$ cat src/rtl/sms_pkg.sv
// Shared types and GF(2^6) helpers for the iterative power S-box.
// Field arithmetic uses polynomial basis; reduction polynomial is passed in.
package sms_pkg;

    localparam int          SMS_FIELD_W = 6;
    localparam logic [6:0]  SMS_POLY    = 7'b1000011;
    localparam logic [5:0]  SMS_TMASK   = 6'b010100;

    typedef enum logic [1:0] {
        IDLE = 2'd0,
        RUN  = 2'd1,
        DONE = 2'd2
    } sms_state_e;

    // Shift-and-add multiply; x^6 folds back onto the low polynomial bits.
    function automatic logic [5:0] gf6_mul(input logic [5:0] a,
                                           input logic [5:0] b,
                                           input logic [6:0] poly);
        logic [5:0] r;
        logic [5:0] aa;
        r  = '0;
        aa = a;
        for (int i = 0; i < 6; i++) begin
            if (b[i]) r = r ^ aa;
            aa = aa[5] ? ((aa << 1) ^ poly[5:0]) : (aa << 1);
        end
        return r;
    endfunction

    function automatic logic [5:0] gf6_sq(input logic [5:0] a, input logic [6:0] poly);
        return gf6_mul(a, a, poly);
    endfunction

    function automatic logic parity6(input logic [5:0] v);
        return ^v;
    endfunction

endpackage

$ cat src/rtl/gf6_mul_red.sv
// Combinational GF(2^6) multiplier with reduction by POLY.
// Tie a and b together to use it as a squarer.
module gf6_mul_red
    import sms_pkg::*;
#(
    parameter logic [6:0] POLY = SMS_POLY
) (
    input  logic [5:0] a,
    input  logic [5:0] b,
    output logic [5:0] p
);

    assign p = gf6_mul(a, b, POLY);

endmodule

$ cat src/rtl/sms_pow_iter.sv
// Iterative x^e XOR {6{t}} over GF(2^6), MSB-first square-and-multiply, one bit per clock.
// Define SMS_EARLY_EXIT_EN to skip leading zero exponent bits (results unchanged).
module sms_pow_iter
    import sms_pkg::*;
#(
    parameter int         EXP_W = 6,
    parameter logic [6:0] POLY  = SMS_POLY,
    parameter logic [5:0] TMASK = SMS_TMASK
) (
    input  logic             clk,
    input  logic             rst,
    input  logic             in_valid,
    output logic             in_ready,
    input  logic [5:0]       x,
    input  logic [EXP_W-1:0] e,
    output logic             out_valid,
    input  logic             out_ready,
    output logic [5:0]       y,
    output logic             busy
);

    localparam int CNT_W = (EXP_W > 1) ? $clog2(EXP_W) : 1;

    sms_state_e       state_q, state_d;
    logic [5:0]       x_q, x_d;
    logic [EXP_W-1:0] e_q, e_d;
    logic             t_q, t_d;
    logic [5:0]       acc_q, acc_d;
    logic [CNT_W-1:0] cnt_q, cnt_d;
    logic [5:0]       y_q, y_d;
    logic             out_valid_q, out_valid_d;
    logic             in_ready_q, in_ready_d;
    logic             busy_q, busy_d;

    logic [5:0]       sq;
    logic [5:0]       prod;
    logic [5:0]       acc_step;

    gf6_mul_red #(.POLY(POLY)) u_sq  (.a(acc_q), .b(acc_q), .p(sq));
    gf6_mul_red #(.POLY(POLY)) u_mul (.a(sq),    .b(x_q),   .p(prod));

    assign acc_step = e_q[cnt_q] ? prod : sq;

`ifdef SMS_EARLY_EXIT_EN
    logic [CNT_W-1:0] msb_idx;

    always_comb begin
        msb_idx = '0;
        for (int i = 0; i < EXP_W; i++) begin
            if (e[i]) msb_idx = CNT_W'(i);
        end
    end
`endif

    always_comb begin
        state_d     = state_q;
        x_d         = x_q;
        e_d         = e_q;
        t_d         = t_q;
        acc_d       = acc_q;
        cnt_d       = cnt_q;
        y_d         = y_q;
        out_valid_d = out_valid_q;
        in_ready_d  = in_ready_q;
        busy_d      = busy_q;
        unique case (state_q)
            IDLE: begin
                if (in_valid && in_ready_q) begin
                    x_d        = x;
                    e_d        = e;
                    t_d        = parity6(x & TMASK);
                    acc_d      = 6'h01;
                    in_ready_d = 1'b0;
                    busy_d     = 1'b1;
`ifdef SMS_EARLY_EXIT_EN
                    if (e == '0) begin
                        cnt_d       = '0;
                        y_d         = 6'h01 ^ {6{t_d}};
                        out_valid_d = 1'b1;
                        state_d     = DONE;
                    end else begin
                        cnt_d   = msb_idx;
                        state_d = RUN;
                    end
`else
                    cnt_d   = CNT_W'(EXP_W - 1);
                    state_d = RUN;
`endif
                end
            end
            RUN: begin
                acc_d = acc_step;
                if (cnt_q == '0) begin
                    y_d         = acc_step ^ {6{t_q}};
                    out_valid_d = 1'b1;
                    state_d     = DONE;
                end else begin
                    cnt_d = cnt_q - 1'b1;
                end
            end
            DONE: begin
                if (out_ready) begin
                    out_valid_d = 1'b0;
                    in_ready_d  = 1'b1;
                    busy_d      = 1'b0;
                    state_d     = IDLE;
                end
            end
            default: begin
                state_d = IDLE;
            end
        endcase
    end

    always_ff @(posedge clk or posedge rst) begin
        if (rst) begin
            state_q     <= IDLE;
            x_q         <= '0;
            e_q         <= '0;
            t_q         <= 1'b0;
            acc_q       <= '0;
            cnt_q       <= '0;
            y_q         <= '0;
            out_valid_q <= 1'b0;
            in_ready_q  <= 1'b1;
            busy_q      <= 1'b0;
        end else begin
            state_q     <= state_d;
            x_q         <= x_d;
            e_q         <= e_d;
            t_q         <= t_d;
            acc_q       <= acc_d;
            cnt_q       <= cnt_d;
            y_q         <= y_d;
            out_valid_q <= out_valid_d;
            in_ready_q  <= in_ready_d;
            busy_q      <= busy_d;
        end
    end

    assign in_ready  = in_ready_q;
    assign out_valid = out_valid_q;
    assign y         = y_q;
    assign busy      = busy_q;

endmodule
$ cat config.mk
export PLATFORM = sky130hd
export DESIGN_NAME = sms_pow_iter
export DESIGN_NICKNAME = d
export VERILOG_FILES = /design/src/rtl/sms_pkg.sv /design/src/rtl/gf6_mul_red.sv /design/src/rtl/sms_pow_iter.sv
export SDC_FILE = /design/constraint.sdc
export NUM_CORES = 1
export LEC_CHECK = 0
export ABC_AREA = 1
export CAP_MARGIN = 20
export CORE_ASPECT_RATIO = 0.6
export CORE_MARGIN = 4
export CORE_UTILIZATION = 55
export CTS_BUF_LIST = sky130_fd_sc_hd__clkbuf_8
export DETAILED_ROUTE_END_ITERATION = 16
export PLACE_DENSITY_LB_ADDON = 0.15
export SLEW_MARGIN = 5
export SYNTH_ARGS = -nofsm -noshare
export SYNTH_HDL_FRONTEND = slang
export SYNTH_SLANG_ARGS = --single-unit
$ cat constraint.sdc
create_clock -name clk -period 6.3 [get_ports clk]
set_input_delay 1.26 -clock clk [delete_from_list [all_inputs] [get_ports clk]]
set_output_delay 1.26 -clock clk [all_outputs]
set_load 0.01 [all_outputs]
# Word level (Yosys, flattened, before mapping)
# Index checks and enable logic that the tools add are counted.
[totals]
ff_bits = 33
in_bits = 16
out_inout_bits = 9
wordCells = 95
[op_classes]
addsub = 1
n_lt_le_gt_ge = 1
n_eq_ne = 6
muxes = 42
bitwise = 21
n_reduce_logical = 14
[op_table]
columns = ["cell", "count"]
rows = [
  ["$mux 6", 14],
  ["$xor 6x6->6", 11],
  ["$mux 2", 13],
  ["$not 2->2", 10],
  ["$pmux 6 s2", 1],
  ["$reduce_and 3->1", 4],
  ["$ne 2x2->1 const B", 4],
  ["$mux 1", 6],
  ["$mux 3", 2],
  ["$pmux 1 s2", 3],
  ["$pmux 2 s3", 1],
  ["$pmux 3 s2", 1],
  ["$reduce_and 2->1", 3],
  ["$reduce_bool 2->1", 3],
  ["$reduce_xor 6->1", 1],
  ["$lt 3x4->1 const B", 1],
  ["$bmux 1 s3", 1],
  ["$logic_not 3->1", 1],
  ["$sub 3x1->3 const B", 1],
  ["$eq 2x1->1 const B", 1],
  ["$eq 2x2->1 const B", 1],
  ["$logic_not 2->1", 1],
  ["$logic_and 1x1->1", 1],
]

# Logic depth before layout (Yosys ltp)
# Gate-level depths: netlist of run 1.
[depth]
word_depth = 26
ltp_mapped = 22

# By module
# From an unflattened synthesis of run 1, not the netlist that was laid out.
[unflattened]
cells_unflattened = 502
hier_area_um2 = 3121.7
[modules_own_cells]
columns = ["mod", "n_inst", "cells_each", "area_per_inst_um2", "seq_area_each_um2"]
rows = [
  ["sms_pow_iter", 1, 211, 1696.6, 827.0],
  ["gf6_mul_red (u_sq)", 1, 158, 774.5, 0.0],
  ["gf6_mul_red (u_mul)", 1, 133, 650.6, 0.0],
]

# Worst setup path after synthesis of run 1
# No wires, ideal clock.
[synth_timing]
path_type = "register to register"
startpoint = "reg acc_q[5]"
endpoint = "reg y_q[4] (netlist: y[4])"
arrival_ns = 2.180
path_slack_ns = 4.002
stages_incl_launch_ff = 20
path_buffers = 0
synth_period_minus_slack_ns = 2.298
path_cell_list = "dfrtp_1 > ha_1 > inv_2 > nand2_2 > nand2_1 > nor2_1 > inv_1 > nand2_1 > nand3_1 > nand2_2 > nand2_1 > nand3b_1 > nand3_1 > nand2_1 > nand2_1 > nand2_1 > nand2_1 > nand3_1 > nand3_1 > nand2_1"
[synth_via]
elab_chain_len = 19
elab_cells_between_ends = 31
[synth_lines]
columns = ["element", "line", "text"]
rows = [
  ["start: declaration", "sms_pow_iter.sv:28", "logic [5:0] acc_q, acc_d;"],
  ["start signal: assignment", "sms_pow_iter.sv:121", "acc_q <= '0;"],
  ["start signal: assignment", "sms_pow_iter.sv:132", "acc_q <= acc_d;"],
  ["$mux 2", "sms_pkg.sv:25", "aa = aa[5] ? ((aa << 1) ^ poly[5:0]) : (aa << 1);"],
  ["$xor 6x6->6 / $not 2->2 (equally long branches)", "n/a", ""],
  ["$mux 6 / $mux 2 (equally long branches)", "sms_pkg.sv:24, sms_pkg.sv:25", ""],
  ["$xor 6x6->6", "sms_pkg.sv:24", "if (b[i]) r = r ^ aa;"],
  ["$mux 6", "sms_pkg.sv:24", ""],
  ["$xor 6x6->6", "sms_pkg.sv:24", ""],
  ["$mux 6 *", "sms_pkg.sv:24", ""],
  ["$xor 6x6->6", "sms_pkg.sv:24", ""],
  ["(+3 left out)", "n/a", ""],
  ["$xor 6x6->6 / $not 2->2 (equally long branches)", "n/a", ""],
  ["$mux 6 / $mux 2 (equally long branches)", "sms_pkg.sv:24, sms_pkg.sv:25", ""],
  ["$xor 6x6->6", "sms_pkg.sv:24", ""],
  ["$mux 6", "sms_pkg.sv:24", ""],
  ["$xor 6x6->6", "sms_pkg.sv:24", ""],
  ["$mux 6", "sms_pkg.sv:24", ""],
  ["$mux 6 *", "sms_pow_iter.sv:42", "assign acc_step = e_q[cnt_q] ? prod : sq;"],
  ["$xor 6x6->6 *", "sms_pow_iter.sv:94", "y_d = acc_step ^ {6{t_q}};"],
  ["end signal: assignment", "sms_pow_iter.sv:134", "y_q <= y_d;"],
  ["end: declaration", "sms_pow_iter.sv:30", "logic [5:0] y_q, y_d;"],
]
# Mark *: on every way between the ends. The rest lies on a longest branch, timed or not.
# A chain may end at the register's enable or synchronous reset.

# Worst setup path after layout of run 1
[layout_timing]
startpoint = "reg acc_q[5]"
endpoint = "reg y_q[2] (netlist: y[2])"
[layout_via]
elab_chain_len = 23
elab_cells_between_ends = 35
[layout_lines]
columns = ["element", "line"]
rows = [
  ["$mux 2", "sms_pkg.sv:25"],
  ["$xor 6x6->6 / $not 2->2 (equally long branches)", "n/a"],
  ["$mux 6 / $mux 2 (equally long branches)", "sms_pkg.sv:24, sms_pkg.sv:25"],
  ["$xor 6x6->6", "sms_pkg.sv:24"],
  ["$mux 6", "sms_pkg.sv:24"],
  ["$xor 6x6->6", "sms_pkg.sv:24"],
  ["$mux 6", "sms_pkg.sv:24"],
  ["$xor 6x6->6", "sms_pkg.sv:24"],
  ["(+7 left out)", "n/a"],
  ["$xor 6x6->6", "sms_pkg.sv:24"],
  ["$mux 6", "sms_pkg.sv:24"],
  ["$xor 6x6->6", "sms_pkg.sv:24"],
  ["$mux 6", "sms_pkg.sv:24"],
  ["$xor 6x6->6", "sms_pkg.sv:24"],
  ["$mux 6", "sms_pkg.sv:24"],
  ["$mux 6 *", "sms_pow_iter.sv:42"],
  ["$xor 6x6->6 *", "sms_pow_iter.sv:94"],
]
# Marked as above.

==> results of run 1 <==
-- cells in the mapped netlist --
master / number
sky130_fd_sc_hd__xnor2_1: 3
sky130_fd_sc_hd__xor2_1: 6
sky130_fd_sc_hd__o21bai_1: 3
sky130_fd_sc_hd__a21oi_2: 1
sky130_fd_sc_hd__a21o_1: 1
sky130_fd_sc_hd__o21ai_0: 15
sky130_fd_sc_hd__nand2_2: 8
sky130_fd_sc_hd__inv_1: 41
sky130_fd_sc_hd__o21ai_1: 5
sky130_fd_sc_hd__nand4_1: 1
sky130_fd_sc_hd__a221o_1: 1
sky130_fd_sc_hd__clkbuf_1: 2
sky130_fd_sc_hd__or2_2: 1
sky130_fd_sc_hd__inv_2: 9
sky130_fd_sc_hd__nand3_2: 3
sky130_fd_sc_hd__a21oi_1: 7
sky130_fd_sc_hd__buf_4: 1
sky130_fd_sc_hd__dfrtp_1: 32
sky130_fd_sc_hd__nor2_1: 25
sky130_fd_sc_hd__o21ai_2: 2
sky130_fd_sc_hd__ha_1: 3
sky130_fd_sc_hd__or2_1: 1
sky130_fd_sc_hd__nand2_1: 162
sky130_fd_sc_hd__nor2_4: 1
sky130_fd_sc_hd__o22a_1: 1
sky130_fd_sc_hd__buf_2: 3
sky130_fd_sc_hd__nand2_4: 2
sky130_fd_sc_hd__o22ai_1: 4
sky130_fd_sc_hd__nand3_1: 64
sky130_fd_sc_hd__dfstp_2: 1
sky130_fd_sc_hd__nand3b_1: 3
-- worst max-delay path by stage --
stage | start | to | slack [ps] | depth (start not counted)
final | acc_q[5] | y[2] | 3450 | 21
after CTS | in_valid | cnt_q[0] | 3520 | 6
after global placement | in_valid | t_q | 3330 | 6
after detailed placement | in_valid | cnt_q[0] | 3220 | 6
after global routing | acc_q[5] | y[2] | 3230 | 20
after floorplan | acc_q[5] | y[4] | 4000 | 19
-- routing by layer --
| metal | GRT usage | vias up | share of wire |
|---|---|---|---|
| met5 | 0 | - | 0 |
| met4 | 0.04990 | 0 | 0.0079 |
| met3 | 0.05204 | 8 | 0.099 |
| met2 | 0.3660 | 125 | 0.40 |
| met1 | 0.3969 | 1255 | 0.50 |
| li1 | - | 1374 | - |
-- cells by family (layout without fill, tap and decap cells) --
kind of cell,Yosys count,count (layout)
AO/OA/AOI/OAI,40,40
buffers and inverters,56,83
flip-flops,33,33
XOR/XNOR,9,9
adder cells (fa/ha/maj),3,3
AND/OR/NAND/NOR,271,271
-- cell type report --
class	instances	area, µm²	share of cell area
Clock buffer	5	68.82	0.02331
Clock inverter	3	17.52	0.005932
Inverter	50	187.7	0.06356
Multi-Input combinational cell	323	1529	0.5178
Sequential cell	33	827.0	0.2801
Tap cell	60	75.07	0.02542
Timing Repair Buffer	25	247.7	0.08390
-- cells in the final DEF, fill, tap and decap left out, types with 2 or more instances in the layout --
cell type	Yosys	routed
sky130_fd_sc_hd__a21oi_1	7	7
sky130_fd_sc_hd__clkbuf_8	0	5
sky130_fd_sc_hd__clkdlybuf4s50_1	0	24
sky130_fd_sc_hd__clkinv_2	0	2
sky130_fd_sc_hd__dfrtp_1	32	32
sky130_fd_sc_hd__ha_1	3	3
sky130_fd_sc_hd__inv_1	41	41
sky130_fd_sc_hd__inv_2	9	9
sky130_fd_sc_hd__nand2_1	162	162
sky130_fd_sc_hd__nand2_2	8	8
sky130_fd_sc_hd__nand2_4	2	2
sky130_fd_sc_hd__nand3_1	64	64
sky130_fd_sc_hd__nand3_2	3	3
sky130_fd_sc_hd__nand3b_1	3	3
sky130_fd_sc_hd__nor2_1	25	25
sky130_fd_sc_hd__o21ai_0	15	15
sky130_fd_sc_hd__o21ai_1	5	5
sky130_fd_sc_hd__o21ai_2	2	2
sky130_fd_sc_hd__o21bai_1	3	3
sky130_fd_sc_hd__o22ai_1	4	4
sky130_fd_sc_hd__xnor2_1	3	3
sky130_fd_sc_hd__xor2_1	6	6
-- worst max-delay path, delay by kind of cell, from the launching register on --
family | cells | cell delay, ps
fa+ha+maj | 1 | 360
simple gates | 17 | 1650
flops | 1 | 490
buf+inv | 3 | 230
-- sequential cells by signal, indices dropped and copies added, names as in the netlist --
register	flops
e_q	6
busy	1
acc_q	6
cnt_q	3
in_ready	1
t_q	1
out_valid	1
y	6
state_q	2
x_q	6
-- stage by stage --
step | setup slack (ps) | instances | utilization | instance area, µm² | hold slack (ps)
after global routing | 3228 | 499 | 0.6864 | 2953 | 518.6
after global placement | 3333 | 491 | 0.6664 | 2867 | 465.2
after CTS | 3525 | 499 | 0.6864 | 2953 | 489.0
final | 3446 | 499 | 0.6864 | 2953 | 486.1
after detailed placement | 3220 | 491 | 0.6664 | 2867 | 470.3
after floorplan | 4003 | 412 | - | 2574 | 449.1
==> results, run 1 <==
- The flow ran to the end, and the final reports show no timing, DRC or antenna violations.
- Setup violations remaining at the end of the flow were counted as 0.
- The count of pins over their slew limit was 0.
- The adder-cell share of the synthesized area is 0.01458.
- The H-tree was split into 2 levels.
- The initial utilization of the core area, before any placement, comes to 0.5983.
- The mapped netlist covers 2574 µm².
- The worst clock skew is 3.886 ps.
- The final critical-path share of the clock period is 0.4529.
- The latest clock arrival within the worst-skew pair is 290 ps.
- Of the synthesized area, sequential elements account for 0.3213.
- For this run, the detailed router's first-pass iteration total came to 5.
- The worst path arrival time is 3030 ps.
- The worst register-to-register path has a depth of 21.
- Of the cells placed in the final design, the portion with a size suffix greater than 1 is 0.08428.
- Synthesis inferred 33 register bits.
- The clock transition time at the flip-flop clock pins of the worst setup and hold paths is 70 ps.
- After synthesis, the cell types taking the most area are sky130_fd_sc_hd__dfrtp_1 31%, sky130_fd_sc_hd__nand2_1 24%, sky130_fd_sc_hd__nand3_1 12%.
- By area, the combinational part of the netlist is dominated by simple AND/OR/NAND/NOR gates.
- During synthesis, Yosys emitted a total of 0 warnings.
- The post-synthesis average cell area is 6.247 µm².
- The largest driver fanout on the critical path is 9.
- The number of global-route vias before repair was 2469.
- The routability-driven placement congestion ratio is 0.9684.
- The first routing iteration left 289 violations.
- The tightest slew margin relative to the limit is 0.6276.
- The number of antenna violations at the first check in global routing is 0.
- Of the post-synthesis cell area, the part taken by muxes is 0.
- In the global route stage, overall resource usage came out at 0.2553.
- The synthesis-to-layout area growth is 14.73%.
- The transition time at the pin with the least slew margin is 558.0 ps.
- The clock passes through at most 2 buffers.
- Port buffering added 24 buffers.
- In this run the worst hold path is classified as reg -> reg.
- The required arrival time at the worst endpoint is 6480 ps.
- The largest individual stage delay along the critical path comes from the cell sky130_fd_sc_hd__dfrtp_1.
- The setup check on the worst reg-to-reg path leaves a slack of 3450 ps.
- Across the run, the number of max-cap violations was 0.
- The fraction of the mapped netlist area in compound gates is 0.09140.
- When the netlist entered floorplanning its net count stood at 431.
- Summed over all failing endpoints, the final setup total negative slack is 0 ps.
- The number of clock buffers added by TritonCTS is 5.
- The wire-length estimate of the detail-placed layout is 5.335 mm.
- The post-synthesis share of cell area spent on and, or, nand and nor gates is 0.4575.
- The die covers 5873 µm².
- After clock tree synthesis, the setup repair step added 0 buffers.
- In this run, post-CTS repair resized a total of 0 instances.
- The kind of capture point of the worst setup path is a flop.
- The routed design has 6.799 mm of wire.
- The worst hold path was traced through 2 stages.
- The first global-routing pass estimated 11.50 mm of wire.
- The dominant cell type by area after synthesis is sky130_fd_sc_hd__dfrtp_1.
- For this run, the post-layout net count is 457.
- The number of hold violations in the final report is 0.
- The clock tree from TritonCTS is yes.
- In this run, distinct cell masters in the synthesized netlist total 31.
- From left edge to right edge, the die measures 96.31 µm.
- After layout, the minimum clock period comes to 2854 ps.
- The count of filler cells inserted in the layout is 385.
- Setup repair after global routing left no endpoint under its margin.
- After detailed routing, the number of vias per cell comes to 5.535.
- The final global-route overflow total is 0.
- The number of buffers added to fix hold violations after cts is 0.
- The cell sitting at the root of the clock tree is a sky130_fd_sc_hd__clkbuf_8.
- The boundary pin count is 25.
- The number of placement rows is 18.
- The die is 60.99 µm tall.
- The clock sink count is 33.
- The startpoint identified for the worst register-to-register timing path is acc_q[5].
- The maximum single-stage delay on the critical path is 490 ps.
- After floorplanning, the core was sized to cover 4302 µm².
- The largest net degree at the start of global routing is 34.
- The source of the worst hold timing path is y[2].
- The total vias in the final route is 2762.
- The repair_antennas step left the layout with diodes totalling 0.
- The startpoint kind of the worst setup timing path is a flop.
- The proportion of netlist area held by the largest area contributor is 0.3111.
- The achievable clock frequency is 350.4 MHz.
- In the final routed layout, each cell accounts on average for 13.63 µm.
- The cell repeated most along the worst path is sky130_fd_sc_hd__nand2_1.
- The signal on the critical path passes through ha_1, inv_2, nand2_2, nand2_1, nand2_1, nand2_1, nand2_1, nand2_2, inv_1, nand2_1, nand2_1, nor2_1, nand3_1, nand2_1, inv_1, nand2_1, nand3_1, nand2_1, nand2_1, nand3_1, nand2_1.
- The critical path class is reg -> reg.
- The number of instances in the synthesized netlist is 412.
- The worst hold path endpoint is y[2].
- The synthesized-area fraction occupied by xor and xnor cells is 0.03063.
- In this run the remaining antenna-violating nets after routing total 0.
- In this run the critical register-to-register path is captured at y[2].
- After detailed routing, the number of remaining DRC violations is 0.
Power of run 1 is not shown: default switching activity piles up to over one toggle a cycle in this logic, so the estimate is an artifact.
==> run 2: changes to the inputs <==
Clock period 6.3 ns to 2.9 ns, I/O delays scaled along.
==> results, run 2 (synthesis results as in run 1) <==
- The flow ran to the end, and the final reports show no timing, DRC or antenna violations.
- Leaving out fill and tap cells, the most frequent cells in the layout are 161 x sky130_fd_sc_hd__nand2_1, 62 x sky130_fd_sc_hd__nand3_1, 41 x sky130_fd_sc_hd__inv_1, 30 x sky130_fd_sc_hd__dfrtp_1.
- In the finished design, the share of the clock period the worst path needs comes to 0.9337.
- The count of pins over their slew limit is 0.
- The register area is 829.5 µm².
- The setup violation total in the final timing report is 0.
- For this design, the CTS-stage hold fixing added 0 buffers.
- The mean routed wirelength per cell is 14.34 µm.
- The clock tree from TritonCTS is yes.
- Counting I/O delays and the setup requirement, the final critical path takes 2708 ps.
- The number of global-route vias before repair was 2451.
- Among all stages on the critical path, the largest delay is contributed by sky130_fd_sc_hd__dfrtp_2.
- The wire length of the first global-routing pass is 11.69 mm.
- The post-route non-filler standard cell count is 506.
- The instance count along the most critical hold path is 2.
- The library cell used most frequently in the layout, excluding fill and tap cells, is sky130_fd_sc_hd__nand2_1.
- In the final layout, the share of cells above drive strength 1 is 0.1143.
- The kind of capture point of the worst setup path is a flop.
- Max-cap violations in this run came to 0.
- The core region is 4302 µm².
- The buffer levels on the longest clock path is 2.
- The required arrival time at the worst endpoint is 3070 ps.
- OpenSTA, run right after detailed placement, puts the worst setup slack at 210.7 ps.
- The floorplan has 18 rows.
- The final worst hold slack is 489.1 ps.
- Compared with the post-synthesis result, the final layout area differs by 18.18%.
- The die width is 96.31 µm.
- The boundary pin count is 25.
- The maximum single-stage delay on the critical path is 450 ps.
- After detailed routing, the number of remaining DRC violations is 0.
- The worst register-to-register path ends at acc_q[3].
- The effective utilization at floorplan is 0.5983.
- In this run, the number of DRC markers left after iteration 0 of detailed routing was 225.
- The class of the worst hold path is reg -> reg.
- Based on the critical path, the design can be clocked at up to 369.3 MHz.
- The smallest setup slack after layout is 192.4 ps.
- Of all nets on the critical path, the largest fanout is 9.
- In the final layout, the multi-input gates occupy 1563 µm².
- The number of instances in the placed design is 493.
- The cell repeated most along the worst path is sky130_fd_sc_hd__nand2_1.
- The first detailed-routing pass ran for 4 iterations.
- The worst reg-to-reg path cell count is 20.
- The overall track demand over capacity in global routing is 0.2670.
- The floorplan step set the die height to 60.99 µm.
- The largest net degree at the start of global routing is 34.
- Walking the worst path, the cells encountered are ha_1, inv_2, nand2_2, nand2_1, nand2_1, nand2_1, nand2_1, nand2_4, inv_1, nand2_1, nand2_1, o21bai_1, nand2_1, nand2_1, nand2_1, nand2_1, nand3_1, nand2_1, buf_4, o22ai_1.
- The source of the worst hold timing path is e_q[3].
- For the final routed database, the setup TNS stands at 0 ps.
- The number of routed nets with antenna violations is 0.
- The final global-route overflow total is 0.
- The clock transition time at the flip-flop clock pins of the worst setup and hold paths is 70 ps.
- The number of antenna violations at the first check in global routing came to 0.
- The count of buffers added on input and output ports is 24.
- Detailed routing inserted a total of 2769 vias.
- The area of the die is 5873 µm².
- The CTS buffer count is 5.
- The number of H-tree levels is 2.
- The startpoint kind of the worst setup timing path is a flop.
- The tree is rooted in a sky130_fd_sc_hd__clkbuf_8.
- Wires add up to 7.258 mm.
- For hold timing, the worst endpoint is e_q[3].
- Setup repair after global routing could not meet its margin everywhere.
- The clock reaches the later pin of the worst-skew pair after 290 ps.
- The filler cells instantiated in the layout total 365.
- The startpoint identified for the worst register-to-register timing path is acc_q[5].
- Detailed placement ended at an HPWL of 5.622 mm.
- The transition time at the pin with the least slew margin is 415.5 ps.
- The worst clock skew is 3.916 ps.
- The average via count per standard cell is 5.472.
- The routability-driven placement congestion ratio is 1.039.
- The antenna diode count is 0.
- By startpoint and endpoint, the worst setup path is classified as reg -> reg.
- Measured against its own limit, the worst slew margin works out to 0.7230.
- The worst path arrival time is 2880 ps.
- In the final design database the tool counted 464 nets.
- The register-to-register setup slack is 190 ps.
- For this design, the sink count on the clock tree is 33.
- The number of hold violations in the final report was 0.
run 2: cell types whose count changed in the layout (fill, tap and decap cells not counted):
cell	change
sky130_fd_sc_hd__nor2_2	+1
sky130_fd_sc_hd__nand2_2	-2
sky130_fd_sc_hd__buf_4	+7
sky130_fd_sc_hd__o21ai_1	-1
sky130_fd_sc_hd__nand2_4	+3
sky130_fd_sc_hd__nand3_2	+2
sky130_fd_sc_hd__dfrtp_1	-2
sky130_fd_sc_hd__dfrtp_2	+2
sky130_fd_sc_hd__nand2_1	-1
sky130_fd_sc_hd__nor2_1	-1
sky130_fd_sc_hd__o21ai_2	+1
sky130_fd_sc_hd__nand3_1	-2
run 2: layout make-up:
class,count,share of cell area
Sequential cell,33,0.2727
Multi-Input combinational cell,323,0.5138
Inverter,50,0.06170
Clock buffer,5,0.02262
Tap cell,60,0.02468
Timing Repair Buffer,32,0.09872
Clock inverter,3,0.005759
run 2: critical path: cells and delay by family, from the launching register on:
family          cells  cell delay [ps]
flops               1              450
buf+inv             3              280
simple gates       14             1260
fa+ha+maj           1              330
compound gates      2              240
run 2: repair_timing:
item / CTS / global route
setup buffers: 0 / 5
endpoints found under the setup margin: 0 / 11
resized for setup: 0 / 10
run 2: metal layers:
metal	vias up	track usage	share of wire
met3	13	0.08550	0.11
met4	0	0.07186	0.014
met2	132	0.3651	0.41
li1	1376	-	-
met1	1248	0.4020	0.47
met5	-	0	0
run 2: worst max-delay path by stage:
stage,slack (ps),cells past startpoint,endpoint,from
after floorplan,600,19,y[4],acc_q[5]
after global placement,320,19,y[3],acc_q[5]
after detailed placement,210,19,y[0],acc_q[5]
after CTS,190,19,y[0],acc_q[5]
after global routing,-60,21,y[3],acc_q[5]
final,190,20,acc_q[3],acc_q[5]
run 2: metrics by stage:
step	utilization	instance area [µm²]
after floorplan	-	2574
after CTS	0.6899	2968
after detailed placement	0.6699	2882
after global placement	0.6699	2882
after global routing	0.7071	3042
final	0.7071	3042
Power of run 2 is left out for the same reason.
==> run 3: changes to the inputs <==
Settings changed: SLEW_MARGIN 5 to 25.
==> results of run 3 <==
Final layout, timing and power as in run 2 (identical DEF).
Power of run 3 is left out for the same reason.
